$ cat config.mk
export PLATFORM = sky130hd
export DESIGN_NAME = muldiv_iter
export DESIGN_NICKNAME = d
export VERILOG_FILES = /design/src/rtl/muldiv_pkg.sv /design/src/rtl/muldiv_iter.sv
export SDC_FILE = /design/constraint.sdc
export NUM_CORES = 1
export LEC_CHECK = 0
export CAP_MARGIN = 10
export CORE_MARGIN = 2
export CORE_UTILIZATION = 50
export DETAILED_ROUTE_END_ITERATION = 7
export GPL_TIMING_DRIVEN = 0
export PLACE_DENSITY = 0.77
export SYNTH_ARGS = -nofsm -noshare
export SYNTH_HDL_FRONTEND = slang
export SYNTH_SLANG_ARGS = --single-unit
$ cat constraint.sdc
create_clock -name clk -period 6.3 [get_ports clk]
set_input_delay 0.63 -clock clk [delete_from_list [all_inputs] [get_ports clk]]
set_output_delay 0.63 -clock clk [all_outputs]
set_load 0.005 [all_outputs]
$ cat src/rtl/muldiv_pkg.sv
// rtl/muldiv_pkg.sv - shared op codes, FSM encoding and operand-class helpers for muldiv_iter
package muldiv_pkg;

  localparam logic [2:0] OP_MUL    = 3'd0;
  localparam logic [2:0] OP_MULH   = 3'd1;
  localparam logic [2:0] OP_MULHSU = 3'd2;
  localparam logic [2:0] OP_MULHU  = 3'd3;
  localparam logic [2:0] OP_DIV    = 3'd4;
  localparam logic [2:0] OP_DIVU   = 3'd5;
  localparam logic [2:0] OP_REM    = 3'd6;
  localparam logic [2:0] OP_REMU   = 3'd7;

  typedef enum logic [1:0] {
    ST_IDLE  = 2'd0,
    ST_CALC  = 2'd1,
    ST_FIXUP = 2'd2,
    ST_DONE  = 2'd3
  } state_t;

  function automatic logic is_div(input logic [2:0] op);
    return op[2];
  endfunction

  function automatic logic rs1_signed(input logic [2:0] op);
    return (op == OP_MUL) || (op == OP_MULH) || (op == OP_MULHSU) ||
           (op == OP_DIV) || (op == OP_REM);
  endfunction

  function automatic logic rs2_signed(input logic [2:0] op);
    return (op == OP_MULH) || (op == OP_DIV) || (op == OP_REM);
  endfunction

endpackage

$ cat src/rtl/muldiv_iter.sv
// rtl/muldiv_iter.sv - iterative RV M-extension unit, one shift-add / restoring-divide bit per cycle
module muldiv_iter
  import muldiv_pkg::*;
#(
  parameter int XLEN  = 32,
  parameter int TAG_W = 5
) (
  input  logic             clk,
  input  logic             rst_n,
  input  logic             flush,
  input  logic             in_valid,
  output logic             in_ready,
  input  logic [2:0]       in_op,
  input  logic [XLEN-1:0]  in_rs1,
  input  logic [XLEN-1:0]  in_rs2,
  input  logic [TAG_W-1:0] in_tag,
  output logic             out_valid,
  input  logic             out_ready,
  output logic [XLEN-1:0]  out_result,
  output logic [TAG_W-1:0] out_tag,
  output logic             busy
);

  localparam int CNT_W = $clog2(XLEN) + 1;

  state_t             r_state;
  state_t             w_next;
  logic [CNT_W-1:0]   r_cnt;
  logic [2*XLEN:0]    r_acc;
  logic [XLEN-1:0]    r_opnd;
  logic               r_sign_a;
  logic               r_sign_b;
  logic [2:0]         r_op;
  logic [XLEN-1:0]    r_result;
  logic [TAG_W-1:0]   r_tag;

  logic               w_accept;
  logic               w_a_neg;
  logic               w_b_neg;
  logic [XLEN-1:0]    w_mag_a;
  logic [XLEN-1:0]    w_mag_b;
  logic               w_div0;
  logic               w_ovf;
  logic               w_special;
  logic [XLEN-1:0]    w_special_res;
  logic               w_last;

  logic [XLEN:0]      w_mul_sum;
  logic [2*XLEN:0]    w_mul_next;
  logic [XLEN:0]      w_div_hi;
  logic               w_div_ge;
  logic [XLEN:0]      w_div_diff;
  logic [2*XLEN:0]    w_div_next;

  logic [2*XLEN-1:0]  w_prod_f;
  logic [XLEN-1:0]    w_quo_f;
  logic [XLEN-1:0]    w_rem_f;
  logic [XLEN-1:0]    w_fix;

  assign in_ready   = (r_state == ST_IDLE);
  assign busy       = (r_state != ST_IDLE);
  assign out_valid  = (r_state == ST_DONE);
  assign out_result = r_result;
  assign out_tag    = r_tag;

  assign w_accept = in_valid && in_ready && !flush;
  assign w_last   = (r_cnt == CNT_W'(XLEN - 1));

  assign w_a_neg = rs1_signed(in_op) && in_rs1[XLEN-1];
  assign w_b_neg = rs2_signed(in_op) && in_rs2[XLEN-1];
  assign w_mag_a = w_a_neg ? -in_rs1 : in_rs1;
  assign w_mag_b = w_b_neg ? -in_rs2 : in_rs2;

  // Divide corner cases bypass the iteration entirely and finish in one cycle.
  assign w_div0    = is_div(in_op) && (in_rs2 == '0);
  assign w_ovf     = is_div(in_op) && rs2_signed(in_op) &&
                     (in_rs1 == {1'b1, {(XLEN-1){1'b0}}}) && (in_rs2 == '1);
  assign w_special = w_div0 || w_ovf;

  always_comb begin
    w_special_res = '0;
    if (w_div0) begin
      w_special_res = in_op[1] ? in_rs1 : '1;
    end else if (w_ovf) begin
      w_special_res = in_op[1] ? '0 : in_rs1;
    end
  end

  // Multiply: {carry, hi, lo} where lo shifts the multiplier out and the product in.
  assign w_mul_sum  = r_acc[2*XLEN:XLEN] + (r_acc[0] ? {1'b0, r_opnd} : '0);
  assign w_mul_next = {1'b0, w_mul_sum, r_acc[XLEN-1:1]};

  // Divide: {partial remainder, dividend/quotient}, shift left then trial-subtract.
  assign w_div_hi   = r_acc[2*XLEN-1:XLEN-1];
  assign w_div_ge   = (w_div_hi >= {1'b0, r_opnd});
  assign w_div_diff = w_div_hi - {1'b0, r_opnd};
  assign w_div_next = {(w_div_ge ? w_div_diff : w_div_hi), r_acc[XLEN-2:0], w_div_ge};

  always_comb begin
    w_prod_f = (r_sign_a ^ r_sign_b) ? -r_acc[2*XLEN-1:0] : r_acc[2*XLEN-1:0];
    w_quo_f  = (r_sign_a ^ r_sign_b) ? -r_acc[XLEN-1:0] : r_acc[XLEN-1:0];
    w_rem_f  = r_sign_a ? -r_acc[2*XLEN-1:XLEN] : r_acc[2*XLEN-1:XLEN];
    w_fix    = w_rem_f;
    case (r_op)
      OP_MUL:                       w_fix = w_prod_f[XLEN-1:0];
      OP_MULH, OP_MULHSU, OP_MULHU: w_fix = w_prod_f[2*XLEN-1:XLEN];
      OP_DIV, OP_DIVU:              w_fix = w_quo_f;
      default:                      w_fix = w_rem_f;
    endcase
  end

  always_comb begin
    w_next = r_state;
    case (r_state)
      ST_IDLE:  if (w_accept) w_next = w_special ? ST_DONE : ST_CALC;
      ST_CALC:  if (w_last) w_next = ST_FIXUP;
      ST_FIXUP: w_next = ST_DONE;
      ST_DONE:  if (out_ready) w_next = ST_IDLE;
      default:  w_next = ST_IDLE;
    endcase
    if (flush) w_next = ST_IDLE;
  end

  always_ff @(posedge clk) begin
    if (!rst_n) begin
      r_state <= ST_IDLE;
    end else begin
      r_state <= w_next;
    end
  end

  always_ff @(posedge clk) begin
    if (!rst_n) begin
      r_cnt    <= '0;
      r_acc    <= '0;
      r_opnd   <= '0;
      r_sign_a <= 1'b0;
      r_sign_b <= 1'b0;
      r_op     <= '0;
      r_result <= '0;
      r_tag    <= '0;
    end else if (w_accept) begin
      r_op     <= in_op;
      r_tag    <= in_tag;
      r_sign_a <= w_a_neg;
      r_sign_b <= w_b_neg;
      r_cnt    <= '0;
      // r_opnd holds whichever magnitude is not preloaded into the accumulator.
      if (is_div(in_op)) begin
        r_opnd <= w_mag_b;
        r_acc  <= {{(XLEN+1){1'b0}}, w_mag_a};
      end else begin
        r_opnd <= w_mag_a;
        r_acc  <= {{(XLEN+1){1'b0}}, w_mag_b};
      end
      if (w_special) r_result <= w_special_res;
    end else if (!flush && (r_state == ST_CALC)) begin
      r_acc <= is_div(r_op) ? w_div_next : w_mul_next;
      r_cnt <= r_cnt + CNT_W'(1);
    end else if (!flush && (r_state == ST_FIXUP)) begin
      r_result <= w_fix;
    end
  end

endmodule
# == Yosys cells after proc, flatten, opt, wreduce, memory -nomap -nowiden ==
# Cells that the tools add are included.
# word_totals
out_inout_bits,40
input_bits,77
register_bits,147
elab_cells,97
# classes
reduce_logical,31
order_cmp,1
eq_ne,20
addsub,8
bitwise_logic,2
mux,26
# ops
operator,count
2-to-1 mux 32 bit,15
2-to-1 mux 65 bit,3
negator 32 bit,4
one-hot mux 32 bit (3 select lines),1
equality test 32 bit (second input constant),2
2-to-1 mux 64 bit,1
negator 64 bit,1
adder 33 x 32 -> 33 bit,1
greater-or-equal comparator 33 x 32 -> 1 bit,1
2-to-1 mux 33 bit,1
subtractor 33 x 32 -> 33 bit,1
zero test 32 bit,1
equality test 3 bit (second input constant),4
logical AND 1 bit,10
equality test 3 x 2 -> 1 bit (second input constant),3
2-to-1 mux 2 bit,4
one-hot mux 2 bit (4 select lines),1
logical OR 1 bit,7
adder 6 x 1 -> 6 bit (second input constant),1
equality test 3 x 1 -> 1 bit (second input constant),2
equality test 6 x 5 -> 1 bit (second input constant),1
zero test 3 bit,2
inequality test 2 x 1 -> 1 bit (second input constant),3
AND reduction 3 bit,2
other kinds (10),16

# == Longest topological paths before layout ==
# Gate-level depths: netlist (run 1).
# depth
ltp_word,10
ltp_mapped,15
mapped_depth_nobuf,14

# == Worst setup path after synthesis (run 1) ==
# Ideal clock, no wire load.
# synth_timing
path_kind,flip-flop to flip-flop
from,register r_acc[0]
to,register r_acc[56]
path_slack_ns,3.010
n_path_buf,1
stages_incl_launch_ff,15
period_less_slack_ns,3.290
arrival_ns,3.216
t_required_ns,6.226
setup_ns,0.074
path_cell_list,dfxtp_1 -> inv_1 -> buf_1 -> nor2_1 -> ha_1 -> o21ai_0 -> o211ai_1 -> nand2_1 -> o31ai_1 -> a31o_2 -> a31oi_1 -> or4b_2 -> a41oi_1 -> a21oi_1 -> o21ai_0
# synth_between
elab_chain_len,5
# synth_lines
item,line,text
from (decl),muldiv_iter.sv:29,logic [2*XLEN:0] r_acc;
from (signal assigned),muldiv_iter.sv:151,"r_acc <= {{(XLEN+1){1'b0}}, w_mag_a};"
from (signal assigned),muldiv_iter.sv:154,"r_acc <= {{(XLEN+1){1'b0}}, w_mag_b};"
from (signal assigned),muldiv_iter.sv:158,r_acc <= is_div(r_op) ? w_div_next : w_mul_next;
2-to-1 mux 32 bit,muldiv_iter.sv:90,"assign w_mul_sum = r_acc[2*XLEN:XLEN] + (r_acc[0] ? {1'b0, r_opnd} : '0);"
adder 33 x 32 -> 33 bit,muldiv_iter.sv:90,
2-to-1 mux 65 bit,muldiv_iter.sv:158,
2-to-1 mux 65 bit,muldiv_iter.sv:157,end else if (!flush && (r_state == ST_CALC)) begin
2-to-1 mux 65 bit,muldiv_iter.sv:142,end else if (w_accept) begin
# No other way between the ends. The select of a mux whose other input is x is not followed.
# A chain may end at the register's enable or synchronous reset.

# == Final worst setup path (run 1) ==
# layout_timing
from,register r_acc[32]
to,register r_result[28] (netlist: out_result[28])
# layout_between
elab_chain_len,6
elab_cells_between_ends,8
cone_classes,add/sub: 2; mux: 6
# layout_lines
item,line,text
negator 64 bit / negator 32 bit (equally long branches),"muldiv_iter.sv:100, muldiv_iter.sv:102",
2-to-1 mux 64 bit / 2-to-1 mux 32 bit (equally long branches),"muldiv_iter.sv:100, muldiv_iter.sv:102",
one-hot mux 32 bit (3 select lines) (*),muldiv_iter.sv:104,case (r_op)
2-to-1 mux 32 bit (*),muldiv_iter.sv:160,end else if (!flush && (r_state == ST_FIXUP)) begin
2-to-1 mux 32 bit (*),muldiv_iter.sv:157,
2-to-1 mux 32 bit (*),muldiv_iter.sv:142,
to (signal assigned),muldiv_iter.sv:156,if (w_special) r_result <= w_special_res;
to (signal assigned),muldiv_iter.sv:161,r_result <= w_fix;
to (decl),muldiv_iter.sv:34,logic [XLEN-1:0] r_result;
# Mark *: on every way between the ends. The rest lies on a longest branch, timed or not. The select of a mux whose other input is x is not followed.

==> results of run 1 <==
==> registers in the layout, summed over array words and instances, names as in the netlist <==
name / count
out_result: 32
out_tag: 5
r_acc: 65
r_cnt: 6
r_op: 3
r_opnd: 32
r_sign_a: 1
r_sign_b: 1
r_state: 2
==> power by group <==
group	total, mW	internal [mW]	leakage (nW)	switching (mW)
Sequential	0.998	0.958	1.19	0.0395
Clock	1.00	0.521	0.259	0.483
Combinational	0.976	0.345	5.15	0.631
Total	2.98	1.82	6.60	1.15
==> logic make-up (layout without fill, tap and decap cells) <==
family	Yosys count	in the layout	share of synthesized area
AOI/OAI and AO/OA	669	669	0.295
muxes	61	61	0.0437
buffers and inverters	220	369	0.0565
adders and majority gates	76	76	0.0651
xor gates and xnor gates	196	196	0.116
and+or+nand+nor	706	706	0.225
DFF	147	147	0.198
==> stage by stage <==
step | cells | utilization | setup WS (ps) | hold WS [ps]
after floorplan | 2075 | - | 3010 | 441
after global placement | 2580 | 0.560 | 1500 | 452
after detailed placement | 2582 | 0.561 | 1480 | 462
after CTS | 2614 | 0.580 | 1890 | 469
after global routing | 2614 | 0.580 | 1420 | 491
final | 2614 | 0.580 | 1590 | 468
==> cell usage after synthesis (all sizes together) (11+ instances only) <==
cell type	count
o41ai	13
or3	17
o221ai	11
xor2	75
a21o	29
and3	12
o21ai	175
nand3	30
clkbuf	134
buf	16
xnor2	121
nor3	42
a211oi	15
inv	70
a31oi	27
o211ai	22
nand4	22
dfxtp	147
nor2b	47
mux2i	31
a21boi	30
o22ai	17
a21oi	161
o21a	13
nor2	206
or4	15
o22a	12
o21bai	18
nor4	30
ha	74
nand2	221
nand2b	18
a222oi	44
a22oi	16
mux2	30
o31ai	23
and2	24
==> how the worst max path moves through the flow <==
stage	to	slack (ps)
final	out_result[28]	1590
after global routing	out_result[14]	1420
after CTS	out_result[24]	1890
after detailed placement	out_result[14]	1480
after global placement	out_result[14]	1500
after floorplan	r_acc[56]	3010
==> critical path, cell delays in order, from the launching register on <==
cell and delay [ps]:
dfxtp_1 370, clkbuf_1 240, inv_1 130, ha_1 280, nor3b_1 570, nand4_1 470, or3_1 510, nor4_1 700
nand3b_1 200, nand2_1 130, xor2_1 310, o22ai_1 130, a22oi_1 390, a31oi_1 140
==> area by class of cell <==
cell class	instances	area [sq um]
Fill cell	2811	12400
Multi-Input combinational cell	1708	11100
Sequential cell	147	2940
Timing Repair Buffer	117	1160
Buffer	150	576
Tap cell	390	488
Clock buffer	17	425
Inverter	70	263
Clock inverter	15	136
==> routing by layer <==
layer / vias up / wire length, microns / global-route usage
met5: - / 11 / 0
met4: 2 / 5030 / 0.273
met3: 281 / 6910 / 0.0747
met2: 1222 / 28500 / 0.658
met1: 8204 / 26700 / 0.545
li1: 7837 / - / -
==> out/metrics.yaml, run 1 <==
diodes: 0
synth_area_sq_um: 14800
drive_gt1_frac: 0.0391
drtAntennaViolNets: 0
core_sq_um: 29400
place_area_sq_um: 16500
grt_pass1_vias: 16600
drtIter0Drc: 2342
path_clk_slew_ps: 80
cts_buffers: 17
violations: "design-rule violations"
layout_commonest_cell: "nand2_1"
skew_ps: 14.3
worstMarginPinSlew_ps: 1120
rsz0062_at_grt: "no"
regToRegSetupSlack_ps: 1590
reg2reg_depth: 13
stdcell_area_sq_um: 17000
vdd_drop_max_uv: 206
routed_via_density: 6.71
ios: 117
syn2layout_area_growth_pct: 14.9
finalCritPeriodShare: 0.748
antenna_found_initial: 2
hold_viol: 0
grt_pass1_wl_microns: 99700
cp.arrival_ps: 5020
period_needed_ps: 4710
end_kind: "flip-flop"
num_vias: 17500
worstSkewPairLatency_ps: 440
initial_core_util: 0.504
worstPathMaxFanout: 9
cts_tree: "yes"
route.detailed.drc: 3
slew_headroom: 0.249
grt_start_max_net_pins: 17
cts.repair.resized: 0
setup_viol: 0
start_kind: "flip-flop"
cap_violations: 0
leakage_nw: 6.60
holdPathStages: 2
async_flop_share: 0
r2r_end: "out_result[28]"
die-area_sq_um: 31100
ys_types: 77
h-tree-depth: 4
outcome: "finished, violations left"
cts_hold_buf: 0
synth-edff-count: 0
hpwl_microns: 53800
fin_nets: 2364
finalSetupTns_ps: 0
synth_flop_cell: "dfxtp_1"
io_buffers: 115
fmax_ghz: 0.212
synth_warnings: 0
firstDrtPassIters: 8
gp_congestion: 1.08
drt_wl_total_microns: 67200
hold_path.class: "flip-flop to flip-flop"
min_to: "r_opnd[14]"
die_w_microns: 176
clockBufferDepth: 2
postCtsSetupBuffers: 0
netlist.area_leader.share: 0.198
netlist_top_cells_area: "dfxtp_1 (20%), xnor2_1 (7.1%), ha_1 (6.2%)"
syn-num-nets: 2228
netlist.top_cell.by_area: "dfxtp_1"
cts_root_buffer: "clkbuf_16"
final_max_slew_viol_count: 0
synth_seq_area_share: 0.198
placementRows: 63
crit_start: "r_acc[32]"
worstHoldStart: "r_opnd[14]"
path_class: "flip-flop to flip-flop"
total_power_mw: 2.98
avgSynthCellArea_sq_um: 7.15
wl_per_cell_microns: 25.7
final_cell_mix: "nand2_1 (221), nor2_1 (205), o21ai_0 (170)"
clock-sinks: 147
die_y_microns: 176
syn_inst: 2075
grt_overflow: 0
p_per_area_nw_per_um2: 175
crit_required_ps: 6600
reg2reg_from: "r_acc[32]"
synth-seq-cells: 147
grtUsageTotal: 0.425
(Power assumes the default switching activity.)
==> inputs of run 2 (changes only) <==
- clock period: 6.3 -> 4.6 ns (I/O delays scaled with it)
==> run 2 against run 1 <==
  * The run now ends clean
  * Final area hardly changed
  * Critical path depth is 1 lower
  * Critical path type unchanged
  * Clock power is 38% higher
  * Critical endpoint is now out_result[26]
  * Total power is 37% higher
  * First-iteration DRC count is 0.73% lower
  * Die area stayed put
  * Worst setup slack worse by 1500 ps
  * Sequential power is 37% higher
  * Sequential share of layout area hardly changed
  * Utilization hardly changed
  * Clock skew hardly changed
  * Register-to-register slack worse by 1500 ps
==> out/metrics.yaml, run 2 (synthesis gave the netlist of run 1 again) <==
skew_ps: 14.3  # -0.0400 ps
place_ws_ps: -45.6  # -1530 ps
start_kind: "flip-flop"
end_kind: "flip-flop"
clockBufferDepth: 2  # unchanged
finalCritPeriodShare: 0.971  # +0.222
cts_root_buffer: "clkbuf_16"
fmax_ghz: 0.224  # +5.6%
reg2reg_depth: 12  # -1
final_cell_mix: "nand2_1 (221), nor2_1 (205), o21ai_0 (170)"
wl_met1_microns: 26600  # -0.17%
layout_commonest_cell: "nand2_1"
met3WireLength_microns: 7020  # +1.7%
stdcell_area_sq_um: 17100  # about the same
dr_wl_met2_microns: 28700  # +0.54%
path_class: "flip-flop to flip-flop"
holdPathStages: 2  # unchanged
regMostFlops: "r_acc"
grt_start_max_net_pins: 17  # unchanged
highest_layer: "met5"
drive_gt1_frac: 0.0405  # +0.00135
reg2reg_from: "r_acc[32]"
worstPathMaxFanout: 9  # unchanged
fin_cells: 2614  # unchanged
worstSkewPairLatency_ps: 450  # about the same
worstHoldStart: "r_opnd[14]"
hold_viol: 0  # unchanged
cts_tree: "yes"
io_buffers: 115  # unchanged
largest_register_ff_count: 65  # unchanged
place_area_sq_um: 16500  # unchanged
wl_per_cell_microns: 25.7  # about the same
ios: 117  # unchanged
setup_viol: 0  # unchanged
slew_headroom: 0.245  # -0.00383
hpwl_microns: 53800  # unchanged
clock-sinks: 147  # unchanged
hold_path.class: "flip-flop to flip-flop"
path_clk_slew_ps: 70  # about the same
initial_core_util: 0.504  # unchanged
grt_pass1_wl_microns: 99700  # unchanged
die-area_sq_um: 31100  # unchanged
num_vias: 17400  # -0.59%
cp.arrival_ps: 4780  # -240 ps
antenna_found_initial: 2  # unchanged
crit_required_ps: 4920  # -1680 ps
total_power_mw: 4.09  # +37%
route.detailed.drc: 0  # -3
regToRegSetupSlack_ps: 140  # -1450 ps
die_w_microns: 176  # unchanged
vdd_drop_max_uv: 285  # +38%
outcome: "completed"
leakage_nw: 6.60  # about the same
firstDrtPassIters: 8  # unchanged
grt_pass1_vias: 16600  # unchanged
gp_congestion: 1.08  # unchanged
setup_slack_ps: 135  # -1450 ps
cts_buffers: 17  # unchanged
cap_violations: 0  # unchanged
grt_overflow: 0  # unchanged
place_inst: 2582  # unchanged
syn2layout_area_growth_pct: 15.0  # about the same
min_to: "r_opnd[14]"
placementRows: 63  # unchanged
cts.repair.resized: 0  # unchanged
rsz0062_at_grt: "no"
grtUsageTotal: 0.425  # unchanged
crit_start: "r_acc[32]"
routed_via_density: 6.67  # -0.59%
p_per_area_nw_per_um2: 240  # +37%
final_max_slew_viol_count: 0  # unchanged
postCtsSetupBuffers: 0  # unchanged
drtAntennaViolNets: 0  # unchanged
core_sq_um: 29400  # unchanged
worstMarginPinSlew_ps: 1120  # +5.71 ps
h-tree-depth: 4  # unchanged
diodes: 0  # unchanged
r2r_end: "out_result[26]"
drt_wl_total_microns: 67200  # about the same
cts_hold_buf: 0  # unchanged
die_y_microns: 176  # unchanged
fin_nets: 2364  # unchanged
drtIter0Drc: 2325  # -0.73%
period_needed_ps: 4460  # -250 ps
-- run 2: final cells by class --
type,count,area (sq um)
fillers,2809,12300
multi-input cells,1708,11100
flip-flops and latches,147,2940
repair buffers,117,1160
plain buffers,150,577
well taps,390,488
clock buffers,17,425
inverters,70,263
clock inverters,15,136
-- run 2: power by group --
part	internal [mW]	switching [mW]	leakage (nW)	total [mW]
combinational	0.473	0.866	5.15	1.34
clock	0.714	0.668	0.259	1.38
sequential	1.31	0.0544	1.19	1.37
total	2.50	1.59	6.60	4.09
-- run 2: worst max path at each step --
stage | end | cells past startpoint | slack, ps
2_1_floorplan | r_acc[56] | 14 | 1310
3_3_place_gp | out_result[14] | 12 | -30
3_5_place_dp | out_result[14] | 12 | -50
4_1_cts | out_result[24] | 13 | 190
5_1_grt | r_acc[56] | 14 | 90
6_report | out_result[26] | 12 | 140
-- run 2: worst max-delay path, stage by stage (launching register included) --
cell and delay (ps):
dfxtp_1 370, clkbuf_1 240, inv_1 130, ha_1 280, nor3b_1 560, nand4_1 480
or4_4 590, or4_4 480, o21ai_1 190, xnor2_1 90, a222oi_1 630, o22a_1 230
a21oi_1 70
-- run 2: layer usage --
metal  vias to the layer above  GRT usage
li1                       7840          -
met1                      8119      0.545
met2                      1214      0.658
met3                       267     0.0747
met4                         2      0.273
met5                         -          0
-- run 2: metrics by stage --
stage	util	hold WS [ps]	TNS, ps
detailed placement	0.561	462	-118
floorplan	-	441	0
CTS	0.580	469	0
global route	0.580	491	0
finish	0.580	468	0
global placement	0.560	452	-52.9
